<file path="src/rtl/watch_pkg.sv">
// Shared constants and types for the 24-hour 7-segment watch.
// Segment vectors are active-low, ordered {g,f,e,d,c,b,a}.
package watch_pkg;

    localparam int unsigned NUM_DIGITS = 7;
    localparam int unsigned SEG_W      = 7;
    localparam int unsigned BCD_W      = 4;

    localparam logic [SEG_W-1:0] SEG_0     = 7'b1000000;
    localparam logic [SEG_W-1:0] SEG_1     = 7'b1111001;
    localparam logic [SEG_W-1:0] SEG_2     = 7'b0100100;
    localparam logic [SEG_W-1:0] SEG_3     = 7'b0110000;
    localparam logic [SEG_W-1:0] SEG_4     = 7'b0011001;
    localparam logic [SEG_W-1:0] SEG_5     = 7'b0010010;
    localparam logic [SEG_W-1:0] SEG_6     = 7'b0000010;
    localparam logic [SEG_W-1:0] SEG_7     = 7'b1111000;
    localparam logic [SEG_W-1:0] SEG_8     = 7'b0000000;
    localparam logic [SEG_W-1:0] SEG_9     = 7'b0010000;
    localparam logic [SEG_W-1:0] SEG_DASH  = 7'b0111111;
    localparam logic [SEG_W-1:0] SEG_BLANK = 7'b1111111;

    // Time of day as six BCD digits, hours tens in the MSBs.
    typedef struct packed {
        logic [BCD_W-1:0] hr_t;
        logic [BCD_W-1:0] hr_u;
        logic [BCD_W-1:0] mn_t;
        logic [BCD_W-1:0] mn_u;
        logic [BCD_W-1:0] sc_t;
        logic [BCD_W-1:0] sc_u;
    } time_t;

endpackage

</file>
<file path="src/rtl/top_artyx_watch_seg7_decoder.sv">
// BCD digit to active-low 7-segment pattern; non-decimal codes are blank.
module seg7_decoder
    import watch_pkg::*;
(
    input  logic [BCD_W-1:0] bcd_i,
    output logic [SEG_W-1:0] seg_c_o
);

    always_comb begin
        seg_c_o = SEG_BLANK;
        case (bcd_i)
            4'd0:    seg_c_o = SEG_0;
            4'd1:    seg_c_o = SEG_1;
            4'd2:    seg_c_o = SEG_2;
            4'd3:    seg_c_o = SEG_3;
            4'd4:    seg_c_o = SEG_4;
            4'd5:    seg_c_o = SEG_5;
            4'd6:    seg_c_o = SEG_6;
            4'd7:    seg_c_o = SEG_7;
            4'd8:    seg_c_o = SEG_8;
            4'd9:    seg_c_o = SEG_9;
            default: seg_c_o = SEG_BLANK;
        endcase
    end

endmodule

</file>
<file path="src/rtl/top_artyx_watch.sv">
// 24-hour BCD clock multiplexed onto six digits plus a seconds-parity
// indicator slot; display outputs are registered.
module top_artyx_watch
    import watch_pkg::*;
#(
    parameter int unsigned TICK_DIV = 100_000_000,
    parameter int unsigned SCAN_DIV = 100_000
) (
    input  logic                  CLK100MHZ,
    input  logic                  BTNC,
    output logic [NUM_DIGITS-1:0] AN,
    output logic                  CA,
    output logic                  CB,
    output logic                  CC,
    output logic                  CD,
    output logic                  CE,
    output logic                  CF,
    output logic                  CG
);

    localparam int unsigned TICK_W = (TICK_DIV > 1) ? $clog2(TICK_DIV) : 1;
    localparam int unsigned SCAN_W = (SCAN_DIV > 1) ? $clog2(SCAN_DIV) : 1;
    localparam int unsigned IDX_W  = $clog2(NUM_DIGITS);

    logic [TICK_W-1:0]     tick_q, tick_d;
    logic [SCAN_W-1:0]     scan_q, scan_d;
    logic [IDX_W-1:0]      idx_q, idx_d;
    time_t                 time_q, time_d;
    logic [NUM_DIGITS-1:0] an_q, an_d;
    logic [SEG_W-1:0]      seg_q, seg_d;

    logic                  sec_tick_c;
    logic                  scan_wrap_c;
    logic                  c_sc_u, c_sc_t, c_mn_u, c_mn_t, hr_wrap_c;
    logic [BCD_W-1:0]      bcd_sel_c;
    logic [SEG_W-1:0]      dec_seg_c;

    assign sec_tick_c  = (tick_q == TICK_W'(TICK_DIV - 1));
    assign scan_wrap_c = (scan_q == SCAN_W'(SCAN_DIV - 1));

    // Prescalers and digit index
    always_comb begin
        tick_d = sec_tick_c  ? '0 : tick_q + TICK_W'(1);
        scan_d = scan_wrap_c ? '0 : scan_q + SCAN_W'(1);
        idx_d  = idx_q;
        if (scan_wrap_c) begin
            idx_d = (idx_q == IDX_W'(NUM_DIGITS - 1)) ? '0 : idx_q + IDX_W'(1);
        end
    end

    // Ripple carry through the BCD time digits, all resolved in one cycle
    always_comb begin
        c_sc_u    = sec_tick_c && (time_q.sc_u == 4'd9);
        c_sc_t    = c_sc_u && (time_q.sc_t == 4'd5);
        c_mn_u    = c_sc_t && (time_q.mn_u == 4'd9);
        c_mn_t    = c_mn_u && (time_q.mn_t == 4'd5);
        hr_wrap_c = c_mn_t && (time_q.hr_t == 4'd2) && (time_q.hr_u == 4'd3);
        time_d    = time_q;
        if (sec_tick_c) time_d.sc_u = c_sc_u ? '0 : time_q.sc_u + 4'd1;
        if (c_sc_u)     time_d.sc_t = c_sc_t ? '0 : time_q.sc_t + 4'd1;
        if (c_sc_t)     time_d.mn_u = c_mn_u ? '0 : time_q.mn_u + 4'd1;
        if (c_mn_u)     time_d.mn_t = c_mn_t ? '0 : time_q.mn_t + 4'd1;
        if (c_mn_t) begin
            if (hr_wrap_c) begin
                time_d.hr_t = '0;
                time_d.hr_u = '0;
            end else if (time_q.hr_u == 4'd9) begin
                time_d.hr_t = time_q.hr_t + 4'd1;
                time_d.hr_u = '0;
            end else begin
                time_d.hr_u = time_q.hr_u + 4'd1;
            end
        end
    end

    always_comb begin
        bcd_sel_c = '0;
        case (idx_q)
            3'd0:    bcd_sel_c = time_q.sc_u;
            3'd1:    bcd_sel_c = time_q.sc_t;
            3'd2:    bcd_sel_c = time_q.mn_u;
            3'd3:    bcd_sel_c = time_q.mn_t;
            3'd4:    bcd_sel_c = time_q.hr_u;
            3'd5:    bcd_sel_c = time_q.hr_t;
            default: bcd_sel_c = '0;
        endcase
    end

    seg7_decoder u_dec (
        .bcd_i   (bcd_sel_c),
        .seg_c_o (dec_seg_c)
    );

    // Slot 6 blinks a dash on even seconds
    always_comb begin
        an_d  = ~(NUM_DIGITS'(1) << idx_q);
        seg_d = dec_seg_c;
        if (idx_q == IDX_W'(NUM_DIGITS - 1)) begin
            seg_d = time_q.sc_u[0] ? SEG_BLANK : SEG_DASH;
        end
    end

    always_ff @(posedge CLK100MHZ or posedge BTNC) begin
        if (BTNC) begin
            tick_q <= '0;
            scan_q <= '0;
            idx_q  <= '0;
            time_q <= '0;
            an_q   <= '1;
            seg_q  <= SEG_BLANK;
        end else begin
            tick_q <= tick_d;
            scan_q <= scan_d;
            idx_q  <= idx_d;
            time_q <= time_d;
            an_q   <= an_d;
            seg_q  <= seg_d;
        end
    end

    assign AN = an_q;
    assign {CG, CF, CE, CD, CC, CB, CA} = seg_q;

endmodule

</file>
<file path="config.mk">
export PLATFORM = sky130hd
export DESIGN_NAME = top_artyx_watch
export DESIGN_NICKNAME = d
export VERILOG_FILES = /design/src/rtl/watch_pkg.sv /design/src/rtl/top_artyx_watch_seg7_decoder.sv /design/src/rtl/top_artyx_watch.sv
export SDC_FILE = /design/constraint.sdc
export NUM_CORES = 1
export LEC_CHECK = 0
export ABC_AREA = 1
export BUFFER_PORTS_ARGS = -buffer_cell sky130_fd_sc_hd__buf_2
export CORE_ASPECT_RATIO = 0.7
export CORE_MARGIN = 2
export CORE_UTILIZATION = 57
export DETAILED_ROUTE_END_ITERATION = 12
export PLACE_DENSITY = 0.77
export SYNTH_ARGS = -nofsm -noshare
export SYNTH_HDL_FRONTEND = slang
export SYNTH_SLANG_ARGS = --single-unit
export TNS_END_PERCENT = 20
</file>
<file path="constraint.sdc">
create_clock -name CLK100MHZ -period 6.24 [get_ports CLK100MHZ]
set_input_delay 1.248 -clock CLK100MHZ [delete_from_list [all_inputs] [get_ports CLK100MHZ]]
set_output_delay 1.248 -clock CLK100MHZ [all_outputs]
set_load 0.05 [all_outputs]
</file>
==> results.md <==
* Status: finished clean
* Max-Slew Margin vs Limit at 30.0%
* Clock buffer depth at 2
* Largest net degree at the start of global routing at 86
* Setup crit start kind: flip-flop
* Final wirelength at 10,500 µm
* Routed vias/inst at 5.41
* Fin nets at 665
* CP bufs+invs at 1
* Sink Count at 85
* Syn_nets at 638
* Worst slew pin tran at 1.05 ns
* P_leak at 2.82 nW
* Residual DRC count at 0
* RSZ-0062 raised after global routing: false
* P&R area growth vs syn at 10.7%
* Crit path largest cell delay at 0.53 ns
* Post-synth EDFFs at 0
* CP Cell Sequence: buf_2
* Ports at 16
* CP max FO at 1
* Final min period at 2.37 ns
* Final WS setup at 3.87 ns
* Cell Area, Synth at 4870 µm²
* Antenna violations before repair at 0
* Final Util at 64.4%
* Fin Hold WS at 0.465 ns
* Post-CTS Setup Bufs at 0
* Post-CTS Resized at 0
* Final hold violations at 0
* CP Launch Point: AN[1]$_DFF_PP1_
* Critical path's top delay family: flip-flops
* Root Buffer: clkbuf_16
* Global placement routability congestion at 0.899
* CP endpoint kind: output pin
* Capture point of the worst path: AN[1]
* Reg2reg start: idx_q[1]$_DFFE_PP0N_
* Synth Area in Simple Gates at 29.0%
* Cell Rows at 28
* Cells on worst reg2reg path at 10
* Ant diodes at 0
* Final clock skew at 0.0114 ns
* R2R setup slack at 3.90 ns
* CORE AREA at 8370 µm²
* Top FF cell, synth: dfrtp_1
* Library cells used by synthesis at 37
* Overall routing resource usage at 24.3%
* ANT nets after route at 0
* Max Transition Viols Final at 0
* Setup Crit Path Kind: reg2out
* Mapped Cells at 616
* CTS tree: done
* Critical path's slowest cell: dfstp_2
* Post-cts hold buffer count at 0
* Dpl cell area at 5090 µm²
* Fill cells at 712
* Max-cap violations at 0
* Placement Setup Slack at 3.89 ns
* Die area at 9320 µm²
* Critical Path Stages at 1
* Fin Setup TNS at 0 ns
* Seq cells post-synth at 85
* Reg2Reg Capture Point: seg_q[3]$_DFF_PP1_
* Final Cycle Share at 38.0%
* Post-Synth Adder-Cell Area at 5.13%
* CTS buffer count at 9
* H-tree depth at 3
* Synthesis Warnings at 0
* Clock transition at path regs at 0.06 ns
* Vias in the first global route at 3,736
* Total iterations of the first detailed-routing run at 5
* Vias at 4,072
* Max IR drop VDD at 0.131 mV
* Asr flop ratio synth at 100%
* Number of port buffers at 15
* First-pass GRT wire length at 17,600 µm
* Arrival @ worst endpoint at 1.13 ns
* Xor and xnor area share after synthesis at 3.95%
* Die X at 115 µm
* Setup-failing EPs final at 0
* DR iter-0 viols at 456
* DP HPWL at 7730 µm
* Sequential share of the synthesized area at 44.0%
* Syn_area_per_cell at 7.91 µm²
* Chip height at 81.4 µm
* Starting Density at 58.2%
* Finished layout cell area at 5390 µm²
* Worst-skew pair later-pin latency at 0.34 ns
* Main combinational cell family by area after synthesis: simple AND/OR/NAND/NOR gates
* Fmax at 0.421 GHz
* Grt ovf at 0
* Worst hold path type: reg2reg
* Mux share of post-synthesis cell area at 0%
* Cell area power density at 207 nW/µm²
* Synth Area in Compound Gates at 8.80%
* Share of layout cells above drive strength 1 at 11.0%
* Wire per inst at 13.9 µm
* Critical Path RT at 4.99 ns
## cell usage after synthesis (2+ instances only)
master    number  area, µm²
a21oi_1       26        130
clkinv_1       2       7.51
dfrtp_1       71       1780
dfstp_2       14        368
ha_1          20        250
inv_1        113        424
inv_2          3       11.3
nand2_1      122        458
nand2_2        3       18.8
nand3_1       40        200
nand3_2        3       30.0
nand4_1       22        138
nand4_4        2       42.5
nor2_1        63        236
nor2_2         5       31.3
nor2_4         5       56.3
nor3_1        21        105
nor4_1         2       12.5
o211ai_1       3       22.5
o21ai_0       30        150
o21bai_1       3       22.5
o22ai_1        3       18.8
o31ai_1        5       37.5
or2_2          2       12.5
xnor2_1        4       35.0
xor2_1        18        158
## layer usage
metal	vias up	routed length [µm]	GRT usage, %
met5	-	0	0
met3	11	658	8.13
met4	0	89	5.12
met2	110	4450	34.9
li1	2028	-	-
met1	1923	5290	35.8
## per-stage QoR
step / std cells / power, W
after global routing: 753 / 0.00115
after CTS: 753 / 0.00113
final: 753 / 0.00112
after detailed placement: 737 / 0.000573
after floorplan: 616 / 0.000569
after global placement: 737 / 0.000573
## power by group
part | switching (W) | total [W] | leakage (nW) | internal [W]
clock network | 0.000202 | 0.000554 | 0.145 | 0.000351
logic | 0.0000103 | 0.0000110 | 1.57 | 0.000000694
registers | 0 | 0.000552 | 1.11 | 0.000552
## layout make-up
type | count | area [µm²] | share of cell area [%]
repair buffers | 16 | 82.6 | 1.53
clock buffers | 14 | 244 | 4.52
clock inverters | 2 | 60.1 | 1.11
flip-flops and latches | 85 | 2140 | 39.8
multi-input cells | 413 | 2290 | 42.4
well taps | 105 | 131 | 2.44
inverters | 118 | 444 | 8.23
## kinds of logic (layout without fill, tap and decap cells)
| kind of cell | after synthesis | in the layout |
|---|---|---|
| DFF | 85 | 85 |
| xor gates and xnor gates | 22 | 22 |
| AOI/OAI and AO/OA | 75 | 75 |
| buffers and inverters | 118 | 150 |
| adders and majority gates | 20 | 20 |
| and+or+nand+nor | 296 | 296 |
## flip-flops by register name, summed over array words and instances, names as in the netlist
name and cells:
tick_q 27, time_q 24, scan_q 17, AN 7, seg_q 7, idx_q 3
## worst min-delay path by stage
stage	from	endpoint	slack, ns	cells past startpoint
finish	scan_q[0]$_DFF_PP0_	scan_q[0]$_DFF_PP0_	0.47	1
global route	scan_q[0]$_DFF_PP0_	scan_q[0]$_DFF_PP0_	0.50	1
CTS	scan_q[0]$_DFF_PP0_	scan_q[0]$_DFF_PP0_	0.47	1
detailed placement	scan_q[0]$_DFF_PP0_	scan_q[0]$_DFF_PP0_	0.46	1
global placement	scan_q[0]$_DFF_PP0_	scan_q[0]$_DFF_PP0_	0.45	1
floorplan	scan_q[0]$_DFF_PP0_	scan_q[0]$_DFF_PP0_	0.43	1
## layout by cell type, fill, tap and decap left out, drive strengths merged, types with 14 or more instances in the layout
cell    netlist  layout
nand2       126     126
inv         116     115
nor2         74      74
dfrtp        71      71
nand3        44      44
o21ai        31      31
a21oi        27      27
nand4        24      24
nor3         22      22
ha           20      20
xor2         18      18
buf           0      16
dfstp        14      14
clkbuf        0      14
(Power assumes the default switching activity.)
